--- src/rtl/measure_sequencer.sv ---
// Measurement sequencer: holds DDS select, settles, captures ADC beats,
// and reports peak-to-peak amplitude of the voltage and current channels.
module measure_sequencer #(
  parameter int ADC_W       = 12,
  parameter int SETTLE_CYC  = 1000,
  parameter int NUM_SAMPLES = 1024
) (
  input  logic             ExtClk,
  input  logic             ExtReset,
  input  logic [1:0]       FreqMode,
  input  logic             StartMeasure,
  input  logic [ADC_W-1:0] AdcV,
  input  logic [ADC_W-1:0] AdcI,
  input  logic             AdcValid,
  output logic [1:0]       DdsFreqSel,
  output logic             Busy,
  output logic [ADC_W-1:0] VppOut,
  output logic [ADC_W-1:0] IppOut,
  output logic             ResultValid
);

  localparam int SW = $clog2(SETTLE_CYC + 1);
  localparam int NW = $clog2(NUM_SAMPLES + 1);
  localparam logic [SW-1:0] SLAST = SW'(SETTLE_CYC - 1);
  localparam logic [NW-1:0] NLAST = NW'(NUM_SAMPLES - 1);

  typedef enum logic [1:0] {
    S_IDLE,
    S_SETTLE,
    S_CAPTURE,
    S_REPORT
  } state_t;

  state_t r_state;
  state_t w_next;

  logic [SW-1:0]    r_scnt;
  logic [NW-1:0]    r_ncnt;
  logic [ADC_W-1:0] r_maxv;
  logic [ADC_W-1:0] r_minv;
  logic [ADC_W-1:0] r_maxi;
  logic [ADC_W-1:0] r_mini;
  logic [ADC_W-1:0] r_vpp;
  logic [ADC_W-1:0] r_ipp;
  logic [1:0]       r_freq;
  logic             r_rv;

  always_ff @(posedge ExtClk) begin
    if (ExtReset) r_state <= S_IDLE;
    else          r_state <= w_next;
  end

  always_comb begin
    w_next = r_state;
    unique case (r_state)
      S_IDLE:    if (StartMeasure) w_next = S_SETTLE;
      S_SETTLE:  if (r_scnt == SLAST) w_next = S_CAPTURE;
      S_CAPTURE: if (AdcValid && r_ncnt == NLAST) w_next = S_REPORT;
      S_REPORT:  w_next = S_IDLE;
      default:   w_next = S_IDLE;
    endcase
  end

  // Frequency select is only tracked while idle; a start freezes it.
  always_ff @(posedge ExtClk) begin
    if (ExtReset) begin
      r_scnt <= '0;
      r_ncnt <= '0;
      r_maxv <= '0;
      r_minv <= '1;
      r_maxi <= '0;
      r_mini <= '1;
      r_vpp  <= '0;
      r_ipp  <= '0;
      r_freq <= '0;
      r_rv   <= 1'b0;
    end else begin
      r_rv <= 1'b0;
      unique case (r_state)
        S_IDLE: begin
          if (StartMeasure) begin
            r_scnt <= '0;
            r_ncnt <= '0;
            r_maxv <= '0;
            r_minv <= '1;
            r_maxi <= '0;
            r_mini <= '1;
          end else begin
            r_freq <= FreqMode;
          end
        end
        S_SETTLE: r_scnt <= r_scnt + SW'(1);
        S_CAPTURE: begin
          if (AdcValid) begin
            if (AdcV > r_maxv) r_maxv <= AdcV;
            if (AdcV < r_minv) r_minv <= AdcV;
            if (AdcI > r_maxi) r_maxi <= AdcI;
            if (AdcI < r_mini) r_mini <= AdcI;
            r_ncnt <= r_ncnt + NW'(1);
          end
        end
        S_REPORT: begin
          r_vpp <= r_maxv - r_minv;
          r_ipp <= r_maxi - r_mini;
          r_rv  <= 1'b1;
        end
        default: ;
      endcase
    end
  end

  assign DdsFreqSel  = r_freq;
  assign Busy        = (r_state != S_IDLE);
  assign VppOut      = r_vpp;
  assign IppOut      = r_ipp;
  assign ResultValid = r_rv;

endmodule
--- config.mk ---
export PLATFORM = sky130hd
export DESIGN_NAME = measure_sequencer
export DESIGN_NICKNAME = d
export VERILOG_FILES = /design/src/rtl/measure_sequencer.sv
export SDC_FILE = /design/constraint.sdc
export NUM_CORES = 1
export LEC_CHECK = 0
export CAP_MARGIN = 20
export CELL_PAD_IN_SITES_DETAIL_PLACEMENT = 0
export CELL_PAD_IN_SITES_GLOBAL_PLACEMENT = 1
export CORE_ASPECT_RATIO = 0.75
export CORE_MARGIN = 10
export CORE_UTILIZATION = 40
export CTS_BUF_LIST = sky130_fd_sc_hd__clkbuf_4
export DETAILED_ROUTE_END_ITERATION = 6
export PLACE_DENSITY_LB_ADDON = 0.3
export SLEW_MARGIN = 20
export SYNTH_ARGS = -nofsm -noshare
export SYNTH_HDL_FRONTEND = slang
export SYNTH_SLANG_ARGS = --single-unit
--- constraint.sdc ---
create_clock -name ExtClk -period 3.04 [get_ports ExtClk]
set_input_delay 0.608 -clock ExtClk [delete_from_list [all_inputs] [get_ports ExtClk]]
set_output_delay 0.608 -clock ExtClk [all_outputs]
set_load 0.02 [all_outputs]
# Yosys cells after proc, flatten, opt, wreduce, memory -nomap -nowiden
# Index checks and enable logic that the tools add are counted.
# Widths: inputs -> output; s select.
# op_classes
add_sub_neg	4
order_cmp	4
eq_ne	13
n_mux	24
bitwise	1
reduce_logical	13
# ops
cell	n
$mux 12	10
$pmux 12 s2	4
$gt 12x12->1	2
$lt 12x12->1	2
$sub 12x12->12	2
$mux 11	2
$pmux 11 s2	1
$pmux 10 s2	1
$ne 2x2->1 const B	8
$reduce_and 4->1	4
$add 11x1->11 const B	1
$eq 11x10->1 const B	1
$add 10x1->10 const B	1
$eq 10x10->1 const B	1
$mux 10	1
$pmux 2 s4	1
$mux 2	3
$reduce_and 3->1	2
$reduce_bool 2->1	3
$eq 2x2->1 const B	2
$reduce_and 2->1	2
$eq 2x1->1 const B	1
$logic_not 2->1	1
$logic_and 1x1->1	1
2 further kinds	2
# word_totals
regBits	98
output_inout_bits	28
wordCells	70

# Depth between registers and ports, before layout
# logic_depth
depth_word	4
mapped_depth	12
ltp_nobuf	9

# Worst setup path after synthesis
# Ideal clock, no wire load.
# synth_timing
kind	input -> register
startpoint	in AdcI[5]
endpoint	reg r_maxi[10]
setup_ns	0.117
arrival_ns	2.211
required_time_ns	2.923
path_slack_ns	0.712
path_stages	8
n_path_buf	1
cell_sequence	ha_1 > a21o_1 > a221o_1 > a221oi_2 > nand2_1 > and4b_4 > buf_6 > a22o_1
# synth_via
elab_chain_len	3
# synth_rtl
element	line	text
start, declared	13	input logic [ADC_W-1:0] AdcI,
$gt 12x12->1	97	if (AdcI > r_maxi) r_maxi <= AdcI;
$ne 2x2->1 (no line)	n/a	
$reduce_and 4->1 (no line)	n/a	
end signal, assigned	97	
end, declared	41	logic [ADC_W-1:0] r_maxi;
# Every way passes these cells.
# A chain may end at the register's enable or synchronous reset.

# Final worst setup path
# layout_timing
startpoint	reg r_state[0]
endpoint	out Busy
# layout_via
elab_chain_len	1
# layout_rtl
element	line	text
start, declared	34	state_t r_state;
start signal, assigned	50	else r_state <= w_next;
$reduce_bool 2->1	113	assign Busy = (r_state != S_IDLE);
end, declared	16	output logic Busy,
# Every way passes these cells.

==> reports/metrics.yaml <==
ios: 58
place_area_um2: 6922
via_per_inst: 5.276
crit_path_start_kind: "flip-flop"
synth_top_area_cell: "dfxtp_1"
place_congestion: 0.8504
insertedDiodeCount: 0
post_cts_buffers: 0
place.detailed.hpwl_um: 12930
status: "finished clean"
synth_edf_count: 0
syn_area_um2: 6147
antenna_found_initial: 0
worstMarginPinSlew_ns: 0.8444
critPathCapture: "Busy"
fin_worst_skew_ns: 0.02543
clockRootBuffer: "clkbuf_4"
layout_min_cycle_time_ns: 2.663
synth_cells: 707
worstHoldStart: "DdsFreqSel[0]"
async_flop_share_pct: 0
p_per_area_nw_per_um2: 551.1
worst_ep_arrival_time_ns: 2.05
antenna_left: 0
nFillCells: 1545
cts.clk_slew.worst_paths_ns: 0.15
first_pass_iters: 5
rows: 39
clk_latency_ns: 0.47
hold_path.class: "flip-flop to flip-flop"
rsz0062_at_grt: "false"
ys_seq_area_share_pct: 31.92
rrSetupSlack_ns: 0.51
clockBufferDepth: 2
nets: 880
crit_start: "r_state[0]"
clock_sinks: 98
synth_warnings: 0
fp.coreArea_um2: 15130
drc: 0
numCtsBuffers: 9
worstSetupPathType: "flip-flop to primary output"
cts_tree: "built"
die_h_um: 127.4
worstPathRequired_ns: 2.43
synth-main-ff-cell: "dfxtp_1"
drive_gt1_share_pct: 7.455
finalMaxSlewViolations: 0
r2r-end: "r_maxv[3]"
power_leakage_nw: 2.952
final_cell_area_um2: 7053
path_max_fanout: 8
wl_um: 16400
cts_hold_buf: 0
r2r_start: "r_state[0]"
start_util_pct: 40.64
reg2reg_depth: 9
max_freq_ghz: 0.3755
crit_path_end_kind: "primary output"
syn2layout_area_growth_pct: 14.74
synthesis.nets: 813
synth.distinct_cells: 65
synth_commonest_cells: "nor2_1 (99), dfxtp_1 (98), ha_1 (74)"
dr.first_iter.drc_count: 304
grt_max_degree: 26
ys_seq_elements: 98
grt_overflow_total: 0
routedWlPerCell_um: 16.68
synth_top_area_share_pct: 31.92
grt_pass1_wl_um: 27100
finalSetupTns_ns: 0
vias: 5186
maxSlewHeadroom_pct: 43.71
cts.repair.resized: 0
fin_crit_sh_pct: 87.59
track_usage_pct: 15.91
syn_avg_cell_area_um2: 8.695
synth_area_leaders: "dfxtp_1 (32%), ha_1 (15%), nor2_1 (6.0%)"
first_global_vias: 5118
port_buffers: 57
hold_viol_final: 0
peakVddDrop_v: 0.0002149
setup_viol: 0
die_w_um: 163.1
cap_violations: 0
htreeDepth: 3
die-area_um2: 20780
synth.most_common_cell: "nor2_1"
-- critical path, stage by stage (launching register included) --
cell	delay (ns)
dfxtp_1	0.40
inv_1	0.09
ha_1	0.34
inv_1	0.14
clkdlybuf4s50_1	0.62
-- worst min path at each step --
stage                         end  slack (ns)  cells after the start
finish              DdsFreqSel[0]        0.46                      2
global route        DdsFreqSel[0]        0.49                      2
CTS                 DdsFreqSel[0]        0.47                      2
detailed placement     IppOut[10]        0.45                      2
global placement    DdsFreqSel[1]        0.44                      2
floorplan               r_ncnt[8]        0.45                      2
-- through the flow --
step	total power (W)	setup WS, ns	hold WS, ns	cells	util, %
after floorplan	0.002864	0.7120	0.4514	707	-
after global placement	0.003150	0.1140	0.4430	968	45.76
after detailed placement	0.003188	0.03921	0.4475	968	45.76
after CTS	0.003924	0.3250	0.4701	983	46.63
after global routing	0.004139	0.2413	0.4926	983	46.63
final	0.003887	0.3771	0.4649	983	46.63
-- cell usage in the layout (no fill, tap or decap), drive strengths merged, types with 4 or more instances in the layout --
master	instances
nor2	100
dfxtp	98
ha	74
clkdlybuf4s50	57
inv	56
a21oi	45
nand2	39
mux2i	29
o21ai	28
buf	26
nand3	23
xor2	16
nand4	14
a22o	13
xnor2	12
nand3b	12
clkbuf	12
nand2b	12
nor2b	11
o21a	10
a211oi	9
a21o	9
nor3	8
o211ai	7
and3	4
o31a	4
and4	4
-- registers in the layout, indices dropped and copies added (netlist names) --
signal       flops
r_state          2
r_scnt          10
ResultValid      1
r_maxi          12
IppOut          12
DdsFreqSel       2
r_minv          12
VppOut          12
r_mini          12
r_maxv          12
r_ncnt          11
-- power by group --
group	internal [W]	switching, W	leakage (nW)
clock	0.000273	0.000447	0.0711
sequential	0.00138	0.0000693	0.792
combinational	0.000715	0.00101	2.09
total	0.00236	0.00152	2.95
-- area by class of cell --
class	instances	area (um^2)	share of cell area (%)
Tap cell	205	256.5	3.637
Inverter	56	210.2	2.980
Timing Repair Buffer	83	765.7	10.86
Sequential cell	98	1962	27.82
Clock buffer	12	90.09	1.277
Multi-Input combinational cell	526	3727	52.85
Clock inverter	3	41.29	0.5854
-- routing by layer --
layer | global-route usage, % | wire [um] | up-vias
met2 | 23.14 | 6854 | 111
met3 | 4.557 | 1039 | 7
met4 | 3.228 | 104 | 0
li1 | - | - | 2614
met5 | 0 | 0 | -
met1 | 22.76 | 8396 | 2454
-- kinds of logic after synthesis --
group	count (synthesis)	share of synthesized area, %
mux	29	4.722
compound gates	151	16.59
flops	98	31.92
simple gates	242	19.62
xor+xnor	28	3.989
buf+inv	83	7.449
fa+ha+maj	76	15.71
(Power assumes the default switching activity.)
